$ cat config.mk
export PLATFORM = sky130hd
export DESIGN_NAME = cache_arbiter
export DESIGN_NICKNAME = d
export VERILOG_FILES = /design/src/rtl/arbiter_types.sv /design/src/rtl/cache_types.sv /design/src/rtl/cache_arbiter.sv
export SDC_FILE = /design/constraint.sdc
export NUM_CORES = 1
export LEC_CHECK = 0
export CORE_AREA = 2 2 541 543
export CTS_CLUSTER_SIZE = 24
export DETAILED_ROUTE_END_ITERATION = 12
export DIE_AREA = 0 0 543 545
export DONT_BUFFER_PORTS = 1
export GPL_ROUTABILITY_DRIVEN = 0
export GPL_TIMING_DRIVEN = 0
export PLACE_DENSITY = 0.3
export SLEW_MARGIN = 20
export SYNTH_ARGS = -nofsm -noshare
export SYNTH_HDL_FRONTEND = slang
export SYNTH_SLANG_ARGS = --single-unit
$ cat constraint.sdc
create_clock -name clk -period 2.2 [get_ports clk]
set_input_delay 0.22 -clock clk [delete_from_list [all_inputs] [get_ports clk]]
set_output_delay 0.22 -clock clk [all_outputs]
set_load 0.03 [all_outputs]
$ cat src/rtl/arbiter_types.sv
// Types shared by the I/D cache arbiter: grant select, FSM state and memory operation.
package arbiter_types;

    typedef enum logic {
        SEL_INST = 1'b0,
        SEL_DATA = 1'b1
    } arbdatamux_sel_t;

    typedef enum logic [1:0] {
        IDLE    = 2'd0,
        SERVE   = 2'd1,
        RELEASE = 2'd2
    } arb_state_t;

    typedef enum logic {
        OP_READ  = 1'b0,
        OP_WRITE = 1'b1
    } mem_op_t;

    // Round-robin tie break: the side that did not win last time.
    function automatic arbdatamux_sel_t other_side(input arbdatamux_sel_t last);
        return (last == SEL_INST) ? SEL_DATA : SEL_INST;
    endfunction

endpackage

$ cat src/rtl/cache_types.sv
// Shared cache geometry: line and physical-address widths used by the memory-side blocks.
package cache_types;

    localparam int CACHE_LINE_W = 256;
    localparam int CACHE_ADDR_W = 32;

endpackage

$ cat src/rtl/cache_arbiter.sv
// Arbitrates instruction- and data-cache line transfers onto one physical-memory port,
// alternating on contention and inserting a one-cycle release gap between transactions.
module cache_arbiter
    import cache_types::*;
    import arbiter_types::*;
#(
    parameter int LINE_W = CACHE_LINE_W,
    parameter int ADDR_W = CACHE_ADDR_W
) (
    input  logic              clk,
    input  logic              rst,
    input  logic              i_read,
    input  logic [ADDR_W-1:0] i_address,
    output logic [LINE_W-1:0] i_rdata,
    output logic              i_resp,
    input  logic              d_read,
    input  logic              d_write,
    input  logic [ADDR_W-1:0] d_address,
    input  logic [LINE_W-1:0] d_wdata,
    output logic [LINE_W-1:0] d_rdata,
    output logic              d_resp,
    output logic              mem_read,
    output logic              mem_write,
    output logic [ADDR_W-1:0] mem_address,
    output logic [LINE_W-1:0] mem_wdata,
    input  logic [LINE_W-1:0] mem_rdata,
    input  logic              mem_resp
);

    arb_state_t        state_q, state_d;
    arbdatamux_sel_t   grant_q, grant_d;
    arbdatamux_sel_t   last_grant_q, last_grant_d;
    logic [ADDR_W-1:0] addr_q, addr_d;
    logic [LINE_W-1:0] wdata_q, wdata_d;
    mem_op_t           op_q, op_d;

    logic i_pend, d_pend;
    logic serving, done;

    assign i_pend = i_read;
    assign d_pend = d_read | d_write;

    // NOTE: state registers use non-blocking assignments so every flop samples
    // the pre-edge value of its peers; blocking here would create ordering races.
    always_ff @(posedge clk) begin
        if (rst) begin
            state_q      <= IDLE;
            grant_q      <= SEL_INST;
            last_grant_q <= SEL_INST;
            addr_q       <= '0;
            wdata_q      <= '0;
            op_q         <= OP_READ;
        end else begin
            state_q      <= state_d;
            grant_q      <= grant_d;
            last_grant_q <= last_grant_d;
            addr_q       <= addr_d;
            wdata_q      <= wdata_d;
            op_q         <= op_d;
        end
    end

    // NOTE: every signal gets a hold-value default before the case so no path
    // leaves one unassigned, which would otherwise infer a latch.
    always_comb begin
        state_d      = state_q;
        grant_d      = grant_q;
        last_grant_d = last_grant_q;
        addr_d       = addr_q;
        wdata_d      = wdata_q;
        op_d         = op_q;

        unique case (state_q)
            IDLE: begin
                if (i_pend || d_pend) begin
                    if (i_pend && d_pend) begin
                        grant_d = other_side(last_grant_q);
                    end else begin
                        grant_d = d_pend ? SEL_DATA : SEL_INST;
                    end

                    // A write-back wins over a simultaneous read from the data side.
                    if (grant_d == SEL_DATA) begin
                        addr_d  = d_address;
                        wdata_d = d_wdata;
                        op_d    = d_write ? OP_WRITE : OP_READ;
                    end else begin
                        addr_d  = i_address;
                        wdata_d = '0;
                        op_d    = OP_READ;
                    end
                    state_d = SERVE;
                end
            end
            SERVE: begin
                if (mem_resp) begin
                    last_grant_d = grant_q;
                    state_d      = RELEASE;
                end
            end
            RELEASE: state_d = IDLE;
            default: state_d = IDLE;
        endcase
    end

    // Outputs are gated by rst so a reset cycle shows all-zero and drops any response.
    assign serving = (state_q == SERVE) && !rst;
    assign done    = serving && mem_resp;

    assign mem_read    = serving && (op_q == OP_READ);
    assign mem_write   = serving && (op_q == OP_WRITE);
    assign mem_address = serving ? addr_q  : '0;
    assign mem_wdata   = serving ? wdata_q : '0;

    assign i_resp  = done && (grant_q == SEL_INST);
    assign d_resp  = done && (grant_q == SEL_DATA);
    assign i_rdata = i_resp ? mem_rdata : '0;
    assign d_rdata = d_resp ? mem_rdata : '0;

endmodule
==> results of run 1 <==
registers in the layout, summed over array words and instances, names as in the netlist:
register and count:
wdata_q 256, addr_q 32, state_q 2, grant_q 1
last_grant_q 1, op_q 1
report_power, final:
group          internal, uW  total (uW)  switching [uW]
registers              5830        6090             256
logic                  1600        4650            3050
clock network          3830        6840            3010
logic make-up after synthesis:
| kind of cell | after synthesis |
|---|---|
| muxes | 1 |
| buffers and inverters | 253 |
| AOI/OAI and AO/OA | 583 |
| and+or+nand+nor | 1136 |
| DFF | 293 |
cell usage in the layout, fill, tap and decap left out, drive strengths merged:
| cell type | n |
|---|---|
| a21oi | 290 |
| a2bb2oi | 1 |
| a311oi | 32 |
| and2 | 802 |
| and3 | 1 |
| buf | 85 |
| bufinv | 1 |
| clkbuf | 260 |
| clkinv | 4 |
| clkinvlp | 2 |
| dfxtp | 293 |
| diode | 129 |
| dlygate4sd3 | 324 |
| inv | 3 |
| mux2i | 1 |
| nand2 | 65 |
| nand3 | 257 |
| nand3b | 1 |
| nor2 | 4 |
| nor3 | 1 |
| nor3b | 2 |
| o21ai | 258 |
| o2bb2ai | 1 |
| o32ai | 1 |
| or2 | 1 |
| or3 | 1 |
| or3b | 1 |
final cells by class:
| class | instances | area share [%] |
|---|---|---|
| multi-input cells | 1720 | 38.42 |
| clock inverters | 10 | 0.4944 |
| plain buffers | 252 | 5.920 |
| well taps | 3900 | 16.91 |
| clock buffers | 62 | 4.064 |
| diodes | 129 | 1.119 |
| flip-flops and latches | 293 | 20.34 |
| repair buffers | 355 | 12.74 |
worst max-delay path: stages (launching register included):
cell and delay, ns:
sky130_fd_sc_hd__dfxtp_2 0.36, sky130_fd_sc_hd__or3b_4 0.41, sky130_fd_sc_hd__nor3b_4 0.18, sky130_fd_sc_hd__buf_6 0.14, sky130_fd_sc_hd__buf_12 0.15, sky130_fd_sc_hd__buf_12 0.17
sky130_fd_sc_hd__clkbuf_16 0.19, sky130_fd_sc_hd__and2_4 0.27
layer usage:
metal  vias to the layer above  wire length, um  GRT usage [%]
met1                      9660            72980          13.33
li1                       8525                -              -
met2                      1474           117700          27.29
met4                        52            10790          5.802
met3                       463            23860          6.588
met5                         -              448         0.1948
path summary, 6_finish.rpt:
check,from,to,depth (start not counted)
max,state_q[0],i_rdata[192],7
max reg2reg,state_q[0],wdata_q[129],7
min,d_write,wdata_q[19],4
min reg2reg,wdata_q[212],wdata_q[212],2
through the flow:
stage	setup TNS (ns)	std cells	instance area [sq um]	total power, uW
4_1_cts	-587.23	6584	27910	17810
3_3_place_gp	-1194.41	6166	21450	9761
6_report	-382.18	6721	28850	17580
5_1_grt	-536.33	6682	28750	18440
3_5_place_dp	-656.88	6173	21630	9807
2_1_floorplan	0	2266	16570	8516
what timing repair did:
item	CTS	global route
pin swaps	59	59
setup buffers	11	9
endpoints found under the hold margin	292	0
cloned	4	0
resized for setup	985	378
hold buffers	324	0
endpoints found under the setup margin	1096	1053
==> summary by stage, run 1 <==
Timing
Once routing completed, OpenROAD measured the worst setup slack at -0.6382 ns. Setup repair after global routing could not meet its margin everywhere. The transition time of the tightest slew-check pin is 0.7926 ns. The final-layout worst hold slack is 0.2033 ns. Setup violations remaining at the end of the flow were counted as 1,027. The count of endpoints failing hold in the final timing report is 0. The final worst-path cycle share is 129.0%.

Across the routed clock network, the largest skew measured is 0.09169 ns. The max-slew violation count is 0. The time the final worst path needs with I/O delays and setup is 2.838 ns.

The max-slew headroom at the worst pin is 47.16%. The highest achievable clock rate is 0.3523 GHz.

Critical path
The setup check on the worst reg-to-reg path leaves a slack of -0.26 ns. The arrival time at the worst endpoint is 2.62 ns. The worst path required time is 1.98 ns. The category of the worst setup path launch point is a flip-flop. STA classifies the critical path endpoint as an output port. The critical path start-end classification is flip-flop to output port.

Along the worst path, the maximum fanout reaches 10.

Drt
The number of nets with antenna violations after detailed routing is 1. For this run, the detailed router's first-pass iteration total came to 5. Dividing the detail-routed via count by the number of cells gives 3.002. The detailed-route wire length per cell is 33.59 um.

Detailed routing inserted a total of 20,174 vias. The total wire length after detailed routing is 225,700 um. The initial DRC count is 1,363.

For this run, design rule violations remaining after detail routing come to 0.

Synthesis
The post-synthesis net count is 2,848. Synthesis inferred 293 register bits. The share of synthesized cell area in and, or, nand and nor gates is 40.08%.

The number of synthesized flops with an enable pin is 0. The multiplexer area fraction after synthesis is 0.06041%. Summed over its instances, the top area cell type makes up 35.40% of the synthesized netlist area. Ranked by total cell area, the synthesized netlist is headed by sky130_fd_sc_hd__dfxtp_1 (35%), sky130_fd_sc_hd__and2_1 (30%), sky130_fd_sc_hd__a21oi_1 (8.8%). Summing the areas of all fa, ha and maj instances in the mapped netlist gives 0% of the synthesized area. The Yosys step of the flow raised 0 warnings. The cell count after synthesis came out at 2,266. Summed over all instances, the cell type with the most area after synthesis is sky130_fd_sc_hd__dfxtp_1. After synthesis, the share of flip-flops with an asynchronous set or reset is 0%.

The per-instance average area after synthesis is 7.312 sq um. The post-synthesis share of cell area spent on xor and xnor gates is 0%. The sequential-to-total area share from yosys stat is 35.40%. The dominant combinational cell family by area after synthesis is simple AND/OR/NAND/NOR gates.

The number of different library cells used by synthesis comes to 25. The synthesized netlist occupies a cell area of 16,570 sq um. In the synthesized netlist the dominant register cell turns out to be sky130_fd_sc_hd__dfxtp_1.

By count the netlist is led by sky130_fd_sc_hd__and2_1 (802), sky130_fd_sc_hd__dfxtp_1 (293), sky130_fd_sc_hd__a21oi_1 (290), sky130_fd_sc_hd__o21ai_0 (258), sky130_fd_sc_hd__nand3_1 (257). The synthesized netlist devotes 18.40% of its cell area to compound gates. sky130_fd_sc_hd__and2_1 is the most common cell in the netlist.

Outcome
The flow ran to the end, but the final reports show violations. The checks that failed: antenna violations, negative setup slack.

Hold path
The worst hold path belongs to the class input port to flip-flop.

Clocking
The number of clock buffers added by TritonCTS is 39. TritonCTS built the clock tree. The number of clock sinks is 293. The clock latency reported for the late side of the worst-skew pair is 0.70 ns.

The clock passes through at most 3 buffers. The clock-pin slew on the worst setup and hold paths is 0.09 ns. The H-tree was split into 2 levels. The clock root buffer is sky130_fd_sc_hd__clkbuf_16.

Final layout
The area of combinational cells with multiple inputs is 11,080 sq um. Relative to the synthesized area, the layout overhead comes to 74.11%. The utilization after layout is 9.945%. The sequential cells in the finished layout cover a total of 5867 sq um.

The ratio of cells with drive above 1 in the final layout is 31.20%. The final-layout fill cell count is 33,787. The number of nets in the final layout is 3,243.

Die
The total number of placement rows is 198. During I/O placement, the number of pins put on the boundary was 1,386. In this run the standard cell core region covers 290,100 sq um. For this configuration, the core starts out at a cell density of 5.712%. The die covers 295,900 sq um. The floorplan step set the die width to 543 um.

The vertical extent of the die is 545 um.

Global routing
The maximum number of pins on one net before global-route repair is 13. The via count of the first global-routing pass is 18,939. The global-route usage over all layers is 14.46%. The wire length of the first global-routing pass is 263,400 um.

The initial antenna violation count is 204. After global routing the overflow that remains totals 0.

Power
In this run the static leakage power is 0.009813 uW. The worst-case IR drop observed on VDD is 0.5376 mV. In this run the power density over the cells is 609.3 nW/um^2.

Job
The tool flagged a number of max-cap violations equal to 0.

Placed design
Buffers placed on the I/O ports in this run total 0. Prior to clock tree synthesis, the placed netlist has a worst setup slack of -1.289 ns. The half-perimeter wire length after detailed placement is 201,700 um.
Power figures use the tool's default switching activity.
==> run 2, diff against run 1 <==
--- a/constraint.sdc
+++ b/constraint.sdc
@@ -3,2 +3,2 @@
 set_output_delay 0.22 -clock clk [all_outputs]
-set_load 0.03 [all_outputs]
+set_load 0.1 [all_outputs]
==> run 2 against run 1 <==
Net effect: the flow finishes with violations (negative setup slack); count of clock-buffer cells in the layout down 4; global-route usage down 0.44 points; sequential share of layout area down 0.25 points; critical endpoint is now i_rdata[252]; core utilization up 0.13 points; critical path type unchanged; design area up 1.3%.
==> summary by stage, run 2 (same netlist as run 1, synthesis figures left out) <==
Outcome
The flow ran to the end, but the final reports show violations. The checks that failed: negative setup slack.

Placed design
The number of port buffers is 0 (unchanged). The placed instance count is 6,174 (+0.016%). The half-perimeter wire length after detailed placement is 197,000 um (-2.3%).

Final layout
wdata_q holds more flip-flops than any other register. The ratio of cells with drive above 1 in the final layout came to 37.15% (+5.9 points). The largest registers in the layout are wdata_q x256, addr_q x32, state_q x2. In the layout the commonest cells are sky130_fd_sc_hd__and2_4 (715), sky130_fd_sc_hd__dlygate4sd3_1 (324), sky130_fd_sc_hd__dfxtp_1 (291). The layout overhead on the synthesized area is 76.32%. The final-layout fill cell count is 33,711 (-0.22%). The utilization after layout is 10.07% (+0.13 points).

The count of placed standard cells in the final layout, fillers left out is 6,670 (-0.76%). The flip-flop count of the largest register, all copies and words added came to 256 (unchanged). The most common cell after layout, fill and taps aside is sky130_fd_sc_hd__and2_4. The number of nets in the final layout is 3,242 (-0.031%).

Global routing
The wire length of the first global-routing pass came to 256,300 um (-2.7%). The initial antenna violation count is 144 (-29%). The via count of the first global-routing pass is 19,061 (+0.64%). The global-route usage over all layers is 14.02% (-0.44 points). The global route total overflow is 0 (unchanged).

The maximum number of pins on one net before global-route repair is 12 (-1).

Critical path
The arrival time at the worst endpoint is 2.67 ns (+0.05 ns). The critical path start-end classification is flip-flop to output port. The highest net fanout along the worst path is 6 (-4). STA classifies the critical path startpoint as a flip-flop. The worst path required time is 1.98 ns (about the same). The worst setup path is captured at an output port.

Clocking
The number of buffers created by CTS is 40 (+2.6%). The tree is rooted in a sky130_fd_sc_hd__clkbuf_16. The number of clock sinks is 293 (unchanged). The H-tree level count came to 2 (unchanged). TritonCTS built the clock tree.

The clock tree buffer depth was 3 (unchanged). The clock latency reported for the late side of the worst-skew pair is 0.62 ns (-0.08 ns). The clock-pin slew on the worst setup and hold paths is 0.06 ns (-0.03 ns).

Drt
The initial DRC count is 1,368 (+0.37%). The via total after detailed routing is 20,009 (-0.82%). The detail-routed via count per cell came to 3.000 (about the same). The detailed-route wire length per cell is 32.91 um (-2.0%).

The detailed-routing iteration count for the pre-antenna-repair pass is 6 (+1). The detailed-route DRC error count is 0 (unchanged). The number of nets with antenna violations after detailed routing is 0 (-1).

The total wire length after detailed routing is 219,500 um (-2.8%).

Job
The max-capacitance violation count is 0 (unchanged).

Hold path
The worst hold path belongs to the class input port to flip-flop.

Timing
The time the final worst path needs with I/O delays and setup is 2.894 ns (+0.05582 ns). The transition time of the tightest slew-check pin is 0.9919 ns (+0.1993 ns). The final worst-path cycle share is 131.5% (+2.5 points). The highest achievable clock rate is 0.3455 GHz (-1.9%). The count of endpoints failing hold in the final timing report was 0 (unchanged).

The count of endpoints failing setup in the final report is 1,004 (-2.2%). The worst clock skew is 0.01922 ns (-0.07247 ns). The max-slew violation count is 0 (unchanged). The max-slew headroom at the worst pin is 33.51% (-14 points). The worst path setup slack after routing came to -0.6940 ns (-0.05582 ns). Setup repair after global routing could not meet its margin everywhere.

Power
The highest ir drop seen on vdd is 0.4707 mV (-12%). The power density over the cells was 669.4 nW/um^2 (+9.9%). The static power due to leakage is 0.01009 uW (+2.8%).

Die
The starting density of the core is 5.712% (unchanged). The horizontal extent of the die is 543 um (unchanged). The area of the core region was 290,100 sq um (unchanged). The area of the die is 295,900 sq um (unchanged). The total number of placement rows is 198 (unchanged). The number of top-level design ports came to 1,386 (unchanged). The vertical extent of the die was 545 um (unchanged).
run 2: layout make-up:
class	count	area (sq um)	share of cell area (%)
flip-flops and latches	293	5868	20.09
clock inverters	13	140.1	0.4797
multi-input cells	1720	11620	39.76
clock buffers	58	1150	3.936
plain buffers	252	1679	5.747
diodes	81	202.7	0.6938
repair buffers	353	3679	12.59
well taps	3900	4880	16.70
run 2: metrics by stage:
step	hold slack [ns]	setup WS [ns]	instance area [sq um]	TNS [ns]	total power, uW
floorplan	0.3191	0.02612	17310	0	10380
finish	0.2328	-0.6940	29220	-431.58	19560
CTS	0.1762	-0.7390	28650	-516.51	19770
global route	0.2352	-0.7961	29140	-557.85	20350
detailed placement	0.3414	-1.399	22480	-758.24	11910
global placement	0.3409	-1.899	22190	-1253.72	11840
run 2: path summary, 6_finish.rpt:
kind,start,end,slack (ns),cells past startpoint
worst max-delay path,state_q[0],i_rdata[252],-0.69,7
worst min-delay path,d_write,wdata_q[17],0.23,4
worst max register to register,state_q[0],addr_q[25],-0.25,7
worst min register to register,wdata_q[147],wdata_q[147],0.47,2
run 2: power breakdown:
part	leakage (uW)	total, uW	internal (uW)	switching, uW
sequential	0.00242	6180	5830	341
combinational	0.00704	6670	1680	4990
clock	0.000632	6720	3870	2840
run 2: critical path, cell delays in order (launching register included):
cell                        delay, ns
sky130_fd_sc_hd__dfxtp_2         0.35
sky130_fd_sc_hd__or3b_4          0.40
sky130_fd_sc_hd__nor3b_4         0.18
sky130_fd_sc_hd__buf_6           0.14
sky130_fd_sc_hd__buf_12          0.14
sky130_fd_sc_hd__buf_8           0.12
sky130_fd_sc_hd__clkbuf_16       0.23
sky130_fd_sc_hd__and2_4          0.45
run 2: routing by layer:
| metal | GRT usage [%] | part of all wire [%] | routed length [um] | vias up |
|---|---|---|---|---|
| met4 | 6.029 | 4.5 | 9802 | 56 |
| li1 | - | - | - | 8447 |
| met1 | 12.93 | 32 | 70170 | 9533 |
| met5 | 0.5682 | 0.22 | 490 | - |
| met2 | 24.70 | 50 | 108800 | 1497 |
| met3 | 8.384 | 14 | 30260 | 476 |
run 2: timing repair:
item | 4_1_cts | 5_1_grt
endpoints found under the hold margin | 292 | 0
gates cloned | 1 | 1
hold buffers | 324 | 0
pin swaps | 121 | 227
buffers inserted | 7 | 13
gates resized for setup | 991 | 127
endpoints found under the setup margin | 1095 | 1035
